### src/rtl/mem_ctrl.sv
// ---------------------------------------------------------------------------
// mem_ctrl
//
// Single-port memory controller that sits between the core's instruction
// fetch (IF) and memory-access (MEM) stages and the byte-wide system RAM.
// Every 32-bit fetch and every 1/2/4-byte load or store is broken into a
// sequence of little-endian byte accesses. When both stages ask in the same
// cycle, MEM wins. The other request is still pending and is served in a
// later transaction of its own. Each transaction ends with a one-cycle done
// pulse that releases the requesting stage from its stall.
//
// Ports:
//   clk        system clock, rising edge
//   rst        synchronous reset, active-high
//   if_req     fetch request, held until if_done
//   if_addr    fetch byte address
//   if_done    one-cycle fetch completion pulse
//   if_data    fetched word, valid while if_done is high, held afterwards
//   mem_req    data request, held until mem_done
//   mem_we     1 = store, 0 = load
//   mem_size   00 byte, 01 halfword, 10/11 word
//   mem_addr   data byte address
//   mem_wdata  store data, low byte first
//   mem_done   one-cycle data completion pulse
//   mem_rdata  zero-extended load data, held until the next load completes
//   busy       high whenever the controller is not idle
//   ram_addr   RAM byte address
//   ram_wr     RAM write strobe for the byte currently presented
//   ram_dout   RAM write data
//   ram_din    RAM read data, valid one cycle after ram_addr
// ---------------------------------------------------------------------------
module mem_ctrl #(
   parameter int RAM_LATENCY = 1
) (
   input  logic        clk,
   input  logic        rst,
   input  logic        if_req,
   input  logic [31:0] if_addr,
   output logic        if_done,
   output logic [31:0] if_data,
   input  logic        mem_req,
   input  logic        mem_we,
   input  logic [1:0]  mem_size,
   input  logic [31:0] mem_addr,
   input  logic [31:0] mem_wdata,
   output logic        mem_done,
   output logic [31:0] mem_rdata,
   output logic        busy,
   output logic [31:0] ram_addr,
   output logic        ram_wr,
   output logic [7:0]  ram_dout,
   input  logic [7:0]  ram_din
);

   // The capture timing below assumes RAM read data arrives exactly one
   // cycle after the address. Any other latency would need a different
   // schedule, so it is refused at elaboration time.
   if (RAM_LATENCY != 1) begin : g_latency_check
      $error("mem_ctrl: only RAM_LATENCY = 1 is supported");
   end

   typedef enum logic [1:0] {IDLE, ACCESS, DONE} state_t;

   state_t      state, state_n;
   logic [31:0] base_addr, base_addr_n;
   logic [31:0] wdata_r, wdata_n;
   logic        we_r, we_n;
   logic        src_mem, src_mem_n;
   logic [2:0]  n_bytes, n_bytes_n;
   logic [2:0]  cnt, cnt_n;
   logic [31:0] cap_buf, cap_buf_n;

   logic        if_done_n, mem_done_n, busy_n, ram_wr_n;
   logic [31:0] if_data_n, mem_rdata_n, ram_addr_n;
   logic [7:0]  ram_dout_n;

   logic [31:0] assembled;
   logic [1:0]  rd_sel, wr_sel;
   logic        last;

   // All registers, including every output, are loaded from the next-value
   // logic below. A reset aborts any transaction in flight. Bytes already
   // written to the RAM stay written.
   always_ff @(posedge clk) begin
      if (rst) begin
         state     <= IDLE;
         base_addr <= '0;
         wdata_r   <= '0;
         we_r      <= 1'b0;
         src_mem   <= 1'b0;
         n_bytes   <= '0;
         cnt       <= '0;
         cap_buf   <= '0;
         if_done   <= 1'b0;
         if_data   <= '0;
         mem_done  <= 1'b0;
         mem_rdata <= '0;
         busy      <= 1'b0;
         ram_addr  <= '0;
         ram_wr    <= 1'b0;
         ram_dout  <= '0;
      end else begin
         state     <= state_n;
         base_addr <= base_addr_n;
         wdata_r   <= wdata_n;
         we_r      <= we_n;
         src_mem   <= src_mem_n;
         n_bytes   <= n_bytes_n;
         cnt       <= cnt_n;
         cap_buf   <= cap_buf_n;
         if_done   <= if_done_n;
         if_data   <= if_data_n;
         mem_done  <= mem_done_n;
         mem_rdata <= mem_rdata_n;
         busy      <= busy_n;
         ram_addr  <= ram_addr_n;
         ram_wr    <= ram_wr_n;
         ram_dout  <= ram_dout_n;
      end
   end

   // Next-state and next-output logic.
   //
   // While in ACCESS, cnt = k marks cycle A+1+k. During that cycle byte k is
   // on the RAM port, and ram_din carries byte k-1 that was issued one cycle
   // earlier. A store finishes once its last byte is on the port. A load
   // needs one more cycle to capture its last byte. The next byte is issued
   // in the same step that decides whether the transaction is finished.
   always_comb begin
      state_n     = state;
      base_addr_n = base_addr;
      wdata_n     = wdata_r;
      we_n        = we_r;
      src_mem_n   = src_mem;
      n_bytes_n   = n_bytes;
      cnt_n       = cnt;
      cap_buf_n   = cap_buf;
      if_done_n   = 1'b0;
      if_data_n   = if_data;
      mem_done_n  = 1'b0;
      mem_rdata_n = mem_rdata;
      ram_addr_n  = ram_addr;
      ram_wr_n    = 1'b0;
      ram_dout_n  = ram_dout;
      assembled   = cap_buf;
      rd_sel      = 2'(cnt - 3'd1);
      wr_sel      = 2'(cnt + 3'd1);
      last        = 1'b0;

      case (state)
         IDLE: begin
            if (mem_req || if_req) begin
               src_mem_n   = mem_req;
               base_addr_n = mem_req ? mem_addr : if_addr;
               we_n        = mem_req & mem_we;
               wdata_n     = mem_req ? mem_wdata : 32'd0;
               if (!mem_req)
                  n_bytes_n = 3'd4;
               else if (mem_size == 2'b00)
                  n_bytes_n = 3'd1;
               else if (mem_size == 2'b01)
                  n_bytes_n = 3'd2;
               else
                  n_bytes_n = 3'd4;
               cnt_n       = '0;
               cap_buf_n   = '0;
               ram_addr_n  = mem_req ? mem_addr : if_addr;
               ram_wr_n    = mem_req & mem_we;
               ram_dout_n  = mem_req ? mem_wdata[7:0] : 8'd0;
               state_n     = ACCESS;
            end
         end

         ACCESS: begin
            if (!we_r && cnt != 3'd0)
               assembled[{rd_sel, 3'b000} +: 8] = ram_din;
            cap_buf_n = assembled;

            if (cnt + 3'd1 < n_bytes) begin
               ram_addr_n = base_addr + {29'd0, cnt} + 32'd1;
               ram_wr_n   = we_r;
               ram_dout_n = wdata_r[{wr_sel, 3'b000} +: 8];
            end

            last = we_r ? (cnt == n_bytes - 3'd1) : (cnt == n_bytes);
            if (last) begin
               state_n = DONE;
               cnt_n   = '0;
               if (src_mem) begin
                  mem_done_n = 1'b1;
                  if (!we_r)
                     mem_rdata_n = assembled;
               end else begin
                  if_done_n = 1'b1;
                  if_data_n = assembled;
               end
            end else begin
               cnt_n = cnt + 3'd1;
            end
         end

         DONE: begin
            state_n = IDLE;
         end

         default: begin
            state_n = IDLE;
         end
      endcase

      busy_n = (state_n != IDLE);
   end

endmodule

### config.mk
export PLATFORM = sky130hd
export DESIGN_NAME = mem_ctrl
export DESIGN_NICKNAME = d
export VERILOG_FILES = /design/src/rtl/mem_ctrl.sv
export SDC_FILE = /design/constraint.sdc
export NUM_CORES = 1
export LEC_CHECK = 0
export BUFFER_PORTS_ARGS = -buffer_cell sky130_fd_sc_hd__buf_2
export CAP_MARGIN = 25
export CORE_MARGIN = 2
export CORE_UTILIZATION = 49
export DETAILED_ROUTE_END_ITERATION = 12
export HOLD_SLACK_MARGIN = 0.08
export PLACE_DENSITY = 0.73
export SLEW_MARGIN = 10
export SYNTH_ARGS = -nofsm -noshare
export SYNTH_HDL_FRONTEND = slang
export SYNTH_SLANG_ARGS = --single-unit
export TNS_END_PERCENT = 20
### constraint.sdc
create_clock -name clk -period 2.95 [get_ports clk]
set_clock_uncertainty 0.15 [all_clocks]
set_input_delay 0.4425 -clock clk [delete_from_list [all_inputs] [get_ports clk]]
set_output_delay 0.4425 -clock clk [all_outputs]
set_load 0.05 [all_outputs]
==> metrics.cfg <==
[global_route]
grt_max_degree=173
antenna_found_initial=1
grt_pass1_wl_mm=44.1
grtUsageTotal_pct=24.3
gr-total-overflow=0
grt_pass1_vias=8835

[final_layout]
syn2layout_area_growth_pct=23.9
antenna_cells=0
final_cells=1629
fin_area_um2=12500
nets=1472
drive_above_1_share_pct=23.7
fillers=1736
final_util_pct=62.0

[place]
dp_cells=1559
place_ws_ps=213
port_buffers=218
placed_cell_area_um2=11500
dp_hpwl_mm=18.0
place_congestion=0.817

[clock_network]
cts-root-buf=clkbuf_16
cts_max_level=1
cts_max_path_buffers=3
numCtsBuffers=23
insertion_delay_ps=510
ctsHoldBuffers=33
cts_tree=yes
clk_transition_reported_paths_ps=60
cts_setup_buffers=0
cts_sinks=214
ctsResizeCount=0

[critical_path]
reg2reg_to=if_data[2]
r2r_cells=6
crit_type=register to register
worstSetupEndpoint=if_data[2]
crit_fanout=33
start_kind=register
endpoint_kind=register
rrSetupSlack_ps=200
r2r-start=cnt[0]
worstPathCellList=buf_4, xor2_1, mux2_4, o21a_1, or4_4, mux2i_1
critPathLaunch=cnt[0]
crit_slowest_cell=or4_4
cp_num_buf_inv=1
cp_num_cells=6
cp.arrival_ps=2960
cp_data_required_time_ps=3160
path_delay_family=simple AND/OR/NAND/NOR gates
critPathMaxStageDelay_ps=800

[power]
peakVddDrop_mv=0.410
finalPower_mw=7.77
power.density_nw_per_um2=620
p_leak_nw=5.67

[min_path]
min_path_type=input pin to register

[logic_synthesis]
synth-edff-count=0
synth_top_area_share_pct=42.3
netlist_instances=1128
syn_area_per_cell_um2=8.97
synth-seq-cells=214
yosysUniqueCellTypes=59
yosysWarnings=0
synth.most_common_cell=dfxtp_1
ys.flop_type=dfxtp_1
synth_area_um2=10100
ys_top_cells_by_area=dfxtp_1 42%, mux2i_1 8.8%, nand2b_1 4.3%
netlist.top_cell.by_area=dfxtp_1
syn_nets=1252
synthArstFlopShare_pct=0
ys_seq_area_share_pct=42.3
synthTopCellsByCount=214 x dfxtp_1, 96 x nor2_1, 89 x mux2i_1

[sta]
setup_viol=0
rsz0062_at_grt=false
maxSlewHeadroom_pct=54.7
final.setup.tns_ps=0
min_period_ps=2750
worst_pin_slew_ps=674
hold_viol_final=0
holdWs_ps=115
max_freq_mhz=364
period_share_pct=93.2
drv_slew=0
fin_ws_ps=200

[drt]
drc=0
wl_per_cell_um=16.6
ant_nets=0
viasPerCell=5.55
drtIter0Drc=646
drt_wl_total_mm=27.1
vias=9044
dr.pass1.iters=5

[floorplanning]
core_um2=20200
pin_count=219
start_util_pct=50.0
row_count=52
fp.dieW_um=148
die_area_um2=21800
die_h_um=148

[run_status]
status=completed

[flow_run]
maxCapViolCount=0

flip-flops by register name (all words and copies together), names as in the netlist:
register / flops
base_addr: 32
cap_buf: 32
if_data: 32
mem_rdata: 32
ram_addr: 32
wdata_r: 32
ram_dout: 8
cnt: 3
n_bytes: 3
state: 2
busy: 1
if_done: 1
mem_done: 1
ram_wr: 1
src_mem: 1
we_r: 1
worst min-delay path by stage:
| stage | from | endpoint | cells after the start |
|---|---|---|---|
| 3_5_place_dp | ram_addr[8] | ram_addr[8] | 2 |
| 3_3_place_gp | ram_addr[17] | ram_addr[17] | 2 |
| 6_report | mem_addr[20] | base_addr[20] | 3 |
| 4_1_cts | mem_wdata[2] | wdata_r[2] | 3 |
| 2_1_floorplan | state[1] | ram_wr | 1 |
| 5_1_grt | mem_wdata[2] | ram_dout[2] | 3 |
power breakdown:
group          switching, mW  internal [mW]
Sequential             0.161           3.10
Clock                   1.12           1.64
Combinational           1.16          0.597
Total                   2.44           5.33
metal layers:
layer / vias up / global-route usage (%) / part of all wire, %
li1: 4461 / - / -
met1: 4256 / 33.6 / 45
met2: 277 / 39.6 / 46
met3: 48 / 4.07 / 5.8
met4: 2 / 6.73 / 2.4
met5: - / 0 / 0.026
cell type report:
type | instances | area [um^2] | area share (%)
clock inverter | 8 | 93.8 | 0.749
multi-input combinational | 814 | 5430 | 43.3
clock buffer | 28 | 614 | 4.90
timing repair buffer | 288 | 1750 | 14.0
inverter | 7 | 26.3 | 0.210
sequential | 214 | 4280 | 34.2
tap | 270 | 338 | 2.69
worst register-to-register path: stages, from the launching register on:
cell,delay (ps)
dfxtp_1,390
buf_4,240
xor2_1,250
mux2_4,330
o21a_1,230
or4_4,800
mux2i_1,230
cell families after synthesis:
logic type / Yosys count / synth area share (%)
and+or+nand+nor: 407 / 20.7
AOI/OAI and AO/OA: 261 / 17.2
DFF: 214 / 42.3
muxes: 104 / 11.4
buffers and inverters: 100 / 4.18
xor gates and xnor gates: 29 / 2.51
adders and majority gates: 13 / 1.68
layout by cell type, fill, tap and decap left out, types with 8 or more instances in the layout:
master and count:
xnor2_1 19, nand3_1 51, nand2b_1 69, nor2_1 96
buf_4 34, nor3_1 11, buf_2 217, nor2b_1 26
or2_2 9, o21a_1 10, a211oi_1 21, clkbuf_16 23
o21bai_1 22, a22oi_1 44, ha_1 12, mux2i_1 89
nor4_1 11, o21ai_0 36, dlygate4sd3_1 33, o211ai_1 13
a311oi_1 9, and3_1 23, mux4_2 8, dfxtp_1 214
a21oi_1 69, xor2_1 10, nand2_1 71
Power figures use the tool's default switching activity.
